## src/rtl/fxp_alu_arbiter.sv

```systemverilog
`default_nettype none
// ==========================================================================
// fxp_alu_arbiter : 2-requester round-robin front end to a signed fixed-point ALU
// Rev 1.0 | define FXP_ARB_SATURATE_EN to clamp overflowing results
// ==========================================================================
module fxp_alu_arbiter #(
  parameter  int INT_WIDTH  = 4,
  parameter  int FRAC_WIDTH = 4,
  localparam int DW         = INT_WIDTH + FRAC_WIDTH + 1
) (
  input  logic                 clk,
  input  logic                 rst_n,
  input  logic [1:0]           req_valid,
  output logic [1:0]           req_ready,
  input  logic [2*DW-1:0]      req_a,
  input  logic [2*DW-1:0]      req_b,
  input  logic [3:0]           req_op,
  output logic                 rsp_valid,
  input  logic                 rsp_ready,
  output logic signed [DW-1:0] rsp_result,
  output logic                 rsp_id,
  output logic                 rsp_overflow,
  output logic                 rsp_div_zero,
  output logic                 busy
);

  localparam int QW = DW + FRAC_WIDTH;  // dividend / quotient magnitude width
  localparam int EW = 2 * DW;           // wide enough to hold any exact result
  localparam int CW = $clog2(QW + 1);

  localparam logic [CW-1:0]        C_DIV_STEPS = CW'(QW);
  localparam logic signed [EW-1:0] C_MAX = {{(EW-DW+1){1'b0}}, {(DW-1){1'b1}}};
  localparam logic signed [EW-1:0] C_MIN = {{(EW-DW+1){1'b1}}, {(DW-1){1'b0}}};

  localparam logic [1:0] OP_ADD = 2'b00;
  localparam logic [1:0] OP_SUB = 2'b01;
  localparam logic [1:0] OP_MUL = 2'b10;
  localparam logic [1:0] OP_DIV = 2'b11;

  localparam logic [1:0] S_IDLE = 2'd0;
  localparam logic [1:0] S_EXEC = 2'd1;
  localparam logic [1:0] S_RESP = 2'd2;

  logic [1:0]           state_q, state_d;
  logic                 prio_q;
  logic                 id_q;
  logic [1:0]           op_q;
  logic signed [DW-1:0] a_q, b_q;
  logic [QW-1:0]        quo_q;
  logic [DW-1:0]        rem_q, bmag_q;
  logic [CW-1:0]        cnt_q;
  logic signed [DW-1:0] res_q;
  logic                 ovf_q, dz_q;

  function automatic logic [DW-1:0] f_mag(input logic [DW-1:0] v);
    return v[DW-1] ? (~v + DW'(1)) : v;
  endfunction

  // Round-robin grant: the priority holder wins, otherwise the other requester
  logic [1:0] w_gnt;
  logic       w_other;
  logic       w_accept;
  logic       w_sel;

  assign w_other = ~prio_q;

  always_comb begin
    w_gnt = 2'b00;
    if (req_valid[prio_q])
      w_gnt[prio_q] = 1'b1;
    else if (req_valid[w_other])
      w_gnt[w_other] = 1'b1;
  end

  assign w_accept = (state_q == S_IDLE) && (w_gnt != 2'b00);
  assign w_sel    = w_gnt[1];

  logic signed [DW-1:0] w_sel_a, w_sel_b;
  assign w_sel_a = w_sel ? req_a[2*DW-1:DW] : req_a[DW-1:0];
  assign w_sel_b = w_sel ? req_b[2*DW-1:DW] : req_b[DW-1:0];

  // One restoring-division step on magnitudes; remainder always stays below |b|
  logic [DW:0]   w_rem_sh;
  logic          w_ge;
  logic [DW-1:0] w_rem_nx;
  logic [QW-1:0] w_quo_nx;

  assign w_rem_sh = {rem_q, quo_q[QW-1]};
  assign w_ge     = w_rem_sh >= {1'b0, bmag_q};
  assign w_rem_nx = w_ge ? DW'(w_rem_sh - {1'b0, bmag_q}) : w_rem_sh[DW-1:0];
  assign w_quo_nx = {quo_q[QW-2:0], w_ge};

  logic signed [EW-1:0] w_a_x, w_b_x, w_prod, w_q_x, w_exact;
  assign w_a_x  = {{(EW-DW){a_q[DW-1]}}, a_q};
  assign w_b_x  = {{(EW-DW){b_q[DW-1]}}, b_q};
  assign w_prod = w_a_x * w_b_x;
  assign w_q_x  = {{(EW-QW){1'b0}}, w_quo_nx};

  always_comb begin
    case (op_q)
      OP_ADD:  w_exact = w_a_x + w_b_x;
      OP_SUB:  w_exact = w_a_x - w_b_x;
      OP_MUL:  w_exact = w_prod >>> FRAC_WIDTH;
      default: w_exact = (a_q[DW-1] ^ b_q[DW-1]) ? -w_q_x : w_q_x;
    endcase
  end

  logic                 w_ovf;
  logic signed [DW-1:0] w_res;
  logic                 w_bzero, w_dz, w_done;

  assign w_ovf = (w_exact > C_MAX) || (w_exact < C_MIN);

`ifdef FXP_ARB_SATURATE_EN
  assign w_res = !w_ovf ? w_exact[DW-1:0]
               : (w_exact[EW-1] ? {1'b1, {(DW-1){1'b0}}} : {1'b0, {(DW-1){1'b1}}});
`else
  assign w_res = w_exact[DW-1:0];
`endif

  assign w_bzero = (b_q == '0);
  assign w_dz    = (op_q == OP_DIV) && w_bzero;
  assign w_done  = (op_q != OP_DIV) || w_bzero || (cnt_q == CW'(1));

  always_ff @(posedge clk or negedge rst_n) begin
    if (!rst_n)
      state_q <= S_IDLE;
    else
      state_q <= state_d;
  end

  always_comb begin
    state_d = state_q;
    case (state_q)
      S_IDLE:  if (w_accept)  state_d = S_EXEC;
      S_EXEC:  if (w_done)    state_d = S_RESP;
      S_RESP:  if (rsp_ready) state_d = S_IDLE;
      default: state_d = S_IDLE;
    endcase
  end

  always_comb begin
    req_ready = 2'b00;
    rsp_valid = 1'b0;
    busy      = (state_q != S_IDLE);
    case (state_q)
      S_IDLE:  req_ready = w_gnt;
      S_RESP:  rsp_valid = 1'b1;
      default: ;
    endcase
  end

  always_ff @(posedge clk or negedge rst_n) begin
    if (!rst_n) begin
      prio_q <= 1'b0;
      id_q   <= 1'b0;
      op_q   <= OP_ADD;
      a_q    <= '0;
      b_q    <= '0;
      quo_q  <= '0;
      rem_q  <= '0;
      bmag_q <= '0;
      cnt_q  <= '0;
      res_q  <= '0;
      ovf_q  <= 1'b0;
      dz_q   <= 1'b0;
    end else if (w_accept) begin
      prio_q <= ~w_sel;
      id_q   <= w_sel;
      op_q   <= w_sel ? req_op[3:2] : req_op[1:0];
      a_q    <= w_sel_a;
      b_q    <= w_sel_b;
      quo_q  <= {f_mag(w_sel_a), {FRAC_WIDTH{1'b0}}};
      rem_q  <= '0;
      bmag_q <= f_mag(w_sel_b);
      cnt_q  <= C_DIV_STEPS;
    end else if (state_q == S_EXEC) begin
      if ((op_q == OP_DIV) && !w_bzero) begin
        quo_q <= w_quo_nx;
        rem_q <= w_rem_nx;
        cnt_q <= cnt_q - CW'(1);
      end
      if (w_done) begin
        res_q <= w_dz ? '0 : w_res;
        ovf_q <= !w_dz && w_ovf;
        dz_q  <= w_dz;
      end
    end
  end

  assign rsp_result   = res_q;
  assign rsp_id       = id_q;
  assign rsp_overflow = ovf_q;
  assign rsp_div_zero = dz_q;

endmodule
`default_nettype wire

```

## config.mk

```make
export PLATFORM = sky130hd
export DESIGN_NAME = fxp_alu_arbiter
export DESIGN_NICKNAME = d
export VERILOG_FILES = /design/src/rtl/fxp_alu_arbiter.sv
export SDC_FILE = /design/constraint.sdc
export NUM_CORES = 1
export LEC_CHECK = 0
export CORE_ASPECT_RATIO = 1.2
export CORE_MARGIN = 4
export CORE_UTILIZATION = 43
export DETAILED_ROUTE_END_ITERATION = 8
export PLACE_DENSITY = 0.69
export SLEW_MARGIN = 20
export SYNTH_ARGS = -nofsm -noshare
export SYNTH_HDL_FRONTEND = slang
export SYNTH_SLANG_ARGS = --single-unit
```

## constraint.sdc

```tcl
create_clock -name clk -period 7.68 [get_ports clk]
set_input_delay 1.536 -clock clk [delete_from_list [all_inputs] [get_ports clk]]
set_output_delay 1.536 -clock clk [all_outputs]
set_load 0.01 [all_outputs]
```

==> impl_summary.log <==
[metrics] post-synth design cell area: 0.00826 mm^2
[metrics] vias in the first global route: 6951
[metrics] fraction of layout cells with a size suffix above 1: 0.0486
[metrics] gpl congestion: 0.933
[metrics] setup slack of the worst register-to-register path: 2.03 ns
[metrics] minimum clock period after layout: 5.65 ns
[metrics] highest-delay cell along the critical path: sky130_fd_sc_hd__fa_1
[metrics] global-route usage over all layers: 0.208
[metrics] number of register bits inferred by synthesis: 69
[metrics] critical path endpoint category: flip-flop
[metrics] data required time of the worst path: 7.90 ns
[metrics] syn_nets: 1156
[metrics] number of optimization iterations in the first detailed-route pass: 5
[metrics] TritonCTS Buffers: 9
[metrics] hold violation count in the final report: 0
[metrics] critical path's top delay family: adder cells
[metrics] number of enable flip-flop cells after synthesis: 0
[metrics] logic depth of the worst path, buffers included: 19
[metrics] class of the tightest hold or removal check: flip-flop to flip-flop
[metrics] delay of the slowest cell on the worst path: 0.58 ns
[metrics] cell area after layout: 0.00935 mm^2
[metrics] largest fanout on the critical path: 9
[metrics] Cell Area, Placed: 0.00904 mm^2
[metrics] Worst Path Buf+Inv: 3
[metrics] YS warnings: 0
[metrics] number of standard cells after synthesis: 970
[metrics] worst-case reg-to-reg path depth: 19
[metrics] Arr. time, crit path: 5.88 ns
[metrics] run status: finished, final reports clean
[metrics] clock tree skew after final layout: 0.0129 ns
[metrics] maximum number of pins on one net before global-route repair: 70
[metrics] starting density of the core: 0.438
[metrics] total via count in the routed design: 6833
[metrics] hold buffer count at cts: 0
[metrics] chip height: 160 um
[metrics] cell depth of the worst hold path: 2
[metrics] area share of the largest cell type after synthesis: 0.209
[metrics] Syn Area/Cell: 8.51 um^2
[metrics] unrepaired setup endpoints after global routing: no
[metrics] Max Freq: 177 MHz
[metrics] Top cell by count, worst path: sky130_fd_sc_hd__fa_1
[metrics] detailed-placement wirelength estimate: 17.8 mm
[metrics] number of cell rows: 55
[metrics] number of nets in the layout: 1189
[metrics] clk buf depth: 2
[metrics] post-detailed-route count of antenna-violating nets: 0
[metrics] H-tree level count: 3
[metrics] CTS tree: built
[metrics] count of boundary I/O pins: 61
[metrics] number of antenna violations at the first check in global routing: 0
[metrics] worst-skew pair later-pin latency: 0.34 ns
[metrics] leading cell types by count after synthesis: sky130_fd_sc_hd__inv_1, sky130_fd_sc_hd__nand2_1, sky130_fd_sc_hd__fa_1
[metrics] most frequently used cell type in the post-synthesis netlist: sky130_fd_sc_hd__inv_1
[metrics] total congestion overflow: 0
[metrics] kind of launch point of the worst setup path: flip-flop
[metrics] Detailed Route Iter0 Violations: 378
[metrics] number of vias per cell after detailed routing: 5.41
[metrics] fin. max-slew vios: 0
[metrics] Total Negative Setup Slacks: 0 ns
[metrics] Total Die Area: 0.0215 mm^2
[metrics] slew at the pin closest to its max-slew limit: 0.994 ns
[metrics] count of cells resized by post-cts repair: 0
[metrics] count of antenna diodes in the layout: 0
[metrics] # Post-CTS Setup Buffers: 0
[metrics] average wire per cell in the routed design: 17.4 um
[metrics] post-synthesis sequential area ratio: 0.209
[metrics] synth top area cells: sky130_fd_sc_hd__dfrtp_1, sky130_fd_sc_hd__fa_1, sky130_fd_sc_hd__ha_1, sky130_fd_sc_hd__inv_1, sky130_fd_sc_hd__nand2_1
[metrics] type of the setup path with the least slack: flip-flop to flip-flop
[metrics] Placeable Area: 0.0189 mm^2
[metrics] total length of routed wires: 22.0 mm
[metrics] ordered list of cells on the worst path: clkinv_1 -> nor2_1 -> fa_1 -> fa_1 -> fa_1 -> inv_1 -> fa_1 -> inv_1 -> ha_1 -> ha_1 -> or2_1 -> o31a_1 -> a31oi_1 -> xor2_1 -> o211a_1 -> a211oi_4 -> o2111ai_1 -> nor4_1 -> a211oi_1
[metrics] most area-hungry cell type in the Yosys netlist: sky130_fd_sc_hd__dfrtp_1
[metrics] number of distinct library cells after synthesis: 75
[metrics] buffer type at the clock tree root: sky130_fd_sc_hd__clkbuf_16
[metrics] final worst path period share: 0.736
[metrics] DRC violation count after routing: 0
[metrics] max capacitance violation total: 0
[metrics] global-route wire length before repair: 35.9 mm
[metrics] clk sinks: 69
[metrics] clock transition at the registers of the reported paths: 0.07 ns
[metrics] signed area change from the synthesized netlist to the final layout: 13.2%
[metrics] Async S/R FF share, synth: 1.00
[metrics] Port-buffer cells: 60
[metrics] fillcell total: 1868
[metrics] width of the die: 134 um
[metrics] Max-Slew Margin vs Limit: 0.335
[metrics] # setup viols final: 0
[metrics] commonest register cell after synthesis: sky130_fd_sc_hd__dfrtp_1
[worst register-to-register path, stage by stage (launching register included)]
cell	delay [ns]
sky130_fd_sc_hd__dfrtp_1	0.42
sky130_fd_sc_hd__clkinv_1	0.28
sky130_fd_sc_hd__nor2_1	0.33
sky130_fd_sc_hd__fa_1	0.58
sky130_fd_sc_hd__fa_1	0.54
sky130_fd_sc_hd__fa_1	0.51
sky130_fd_sc_hd__inv_1	0.06
sky130_fd_sc_hd__fa_1	0.52
sky130_fd_sc_hd__inv_1	0.04
sky130_fd_sc_hd__ha_1	0.28
sky130_fd_sc_hd__ha_1	0.33
sky130_fd_sc_hd__or2_1	0.25
sky130_fd_sc_hd__o31a_1	0.12
sky130_fd_sc_hd__a31oi_1	0.19
sky130_fd_sc_hd__xor2_1	0.09
sky130_fd_sc_hd__o211a_1	0.24
sky130_fd_sc_hd__a211oi_4	0.20
sky130_fd_sc_hd__o2111ai_1	0.17
sky130_fd_sc_hd__nor4_1	0.31
sky130_fd_sc_hd__a211oi_1	0.08
[path summary, 6_finish.rpt]
check                        startpoint            to
setup / recovery                 a_q[8]  rsp_overflow
hold / removal             rsp_div_zero  rsp_div_zero
setup reg to reg                 a_q[8]  rsp_overflow
hold reg to reg            rsp_div_zero  rsp_div_zero
max in group asynchronous         rst_n    state_q[0]
min in group asynchronous         rst_n        a_q[7]
[state kept, by name, indices dropped and copies added, names as in the netlist]
name	count
bmag_q	8
rsp_div_zero	1
op_q	2
prio_q	1
rsp_id	1
state_q	2
cnt_q	4
rsp_overflow	1
b_q	9
quo_q	13
rem_q	9
a_q	9
rsp_result	9
[metal layers]
layer  GRT usage  vias up  share of wire
met3      0.0268       36          0.037
li1            -     3331              -
met5           0        -              0
met1       0.260     3308           0.41
met2       0.372      158           0.53
met4      0.0662        0          0.028
[through the flow]
stage / worst slack (ns) / hold slack [ns] / utilization / std cells
2_1_floorplan: 2.32 / 0.439 / - / 970
5_1_grt: 1.69 / 0.519 / 0.496 / 1264
3_5_place_dp: 2.03 / 0.469 / 0.480 / 1248
3_3_place_gp: 2.18 / 0.466 / 0.480 / 1248
6_report: 2.03 / 0.488 / 0.496 / 1264
4_1_cts: 2.05 / 0.489 / 0.496 / 1264
[layout by cell type (no fill, tap or decap), types with 3 or more instances in the layout]
cell type / instances
sky130_fd_sc_hd__buf_4: 8
sky130_fd_sc_hd__dfrtp_1: 69
sky130_fd_sc_hd__o31ai_1: 7
sky130_fd_sc_hd__nor3_1: 18
sky130_fd_sc_hd__and3_1: 7
sky130_fd_sc_hd__a32oi_1: 4
sky130_fd_sc_hd__nand4_1: 7
sky130_fd_sc_hd__o211ai_1: 5
sky130_fd_sc_hd__nand3_1: 25
sky130_fd_sc_hd__o31a_1: 3
sky130_fd_sc_hd__ha_1: 68
sky130_fd_sc_hd__o21ai_1: 13
sky130_fd_sc_hd__o211a_1: 3
sky130_fd_sc_hd__a31oi_1: 20
sky130_fd_sc_hd__clkdlybuf4s50_1: 59
sky130_fd_sc_hd__inv_1: 123
sky130_fd_sc_hd__or3_1: 3
sky130_fd_sc_hd__xnor2_1: 36
sky130_fd_sc_hd__clkbuf_16: 9
sky130_fd_sc_hd__nor2_1: 60
sky130_fd_sc_hd__xor2_1: 16
sky130_fd_sc_hd__fa_1: 73
sky130_fd_sc_hd__a211oi_1: 11
sky130_fd_sc_hd__a21o_1: 8
sky130_fd_sc_hd__nand2_1: 115
sky130_fd_sc_hd__o21ai_0: 57
sky130_fd_sc_hd__nand2b_1: 9
sky130_fd_sc_hd__o22ai_1: 3
sky130_fd_sc_hd__a22o_1: 4
sky130_fd_sc_hd__and2_1: 22
sky130_fd_sc_hd__inv_6: 3
sky130_fd_sc_hd__nor4_1: 4
sky130_fd_sc_hd__mux2i_1: 21
sky130_fd_sc_hd__a21oi_1: 49
sky130_fd_sc_hd__nor2b_1: 8
[area by class of cell]
class	count	area [um^2]	area share
Clock inverter	7	80.1	0.00857
Tap cell	256	320	0.0343
Timing Repair Buffer	68	656	0.0701
Inverter	126	473	0.0506
Multi-Input combinational cell	729	5870	0.628
Sequential cell	69	1730	0.185
Clock buffer	9	225	0.0241
[kinds of logic after synthesis]
kind of cell	Yosys count	synth area share
buffers and inverters	172	0.0814
AO/OA/AOI/OAI	216	0.169
XOR/XNOR	52	0.0552
flip-flops	69	0.209
AND/OR/NAND/NOR	296	0.174
multiplexers	24	0.0309
adder cells (fa/ha/maj)	141	0.280
Power is not shown: default switching activity piles up to over one toggle a cycle in this logic, so the estimate is an artifact.
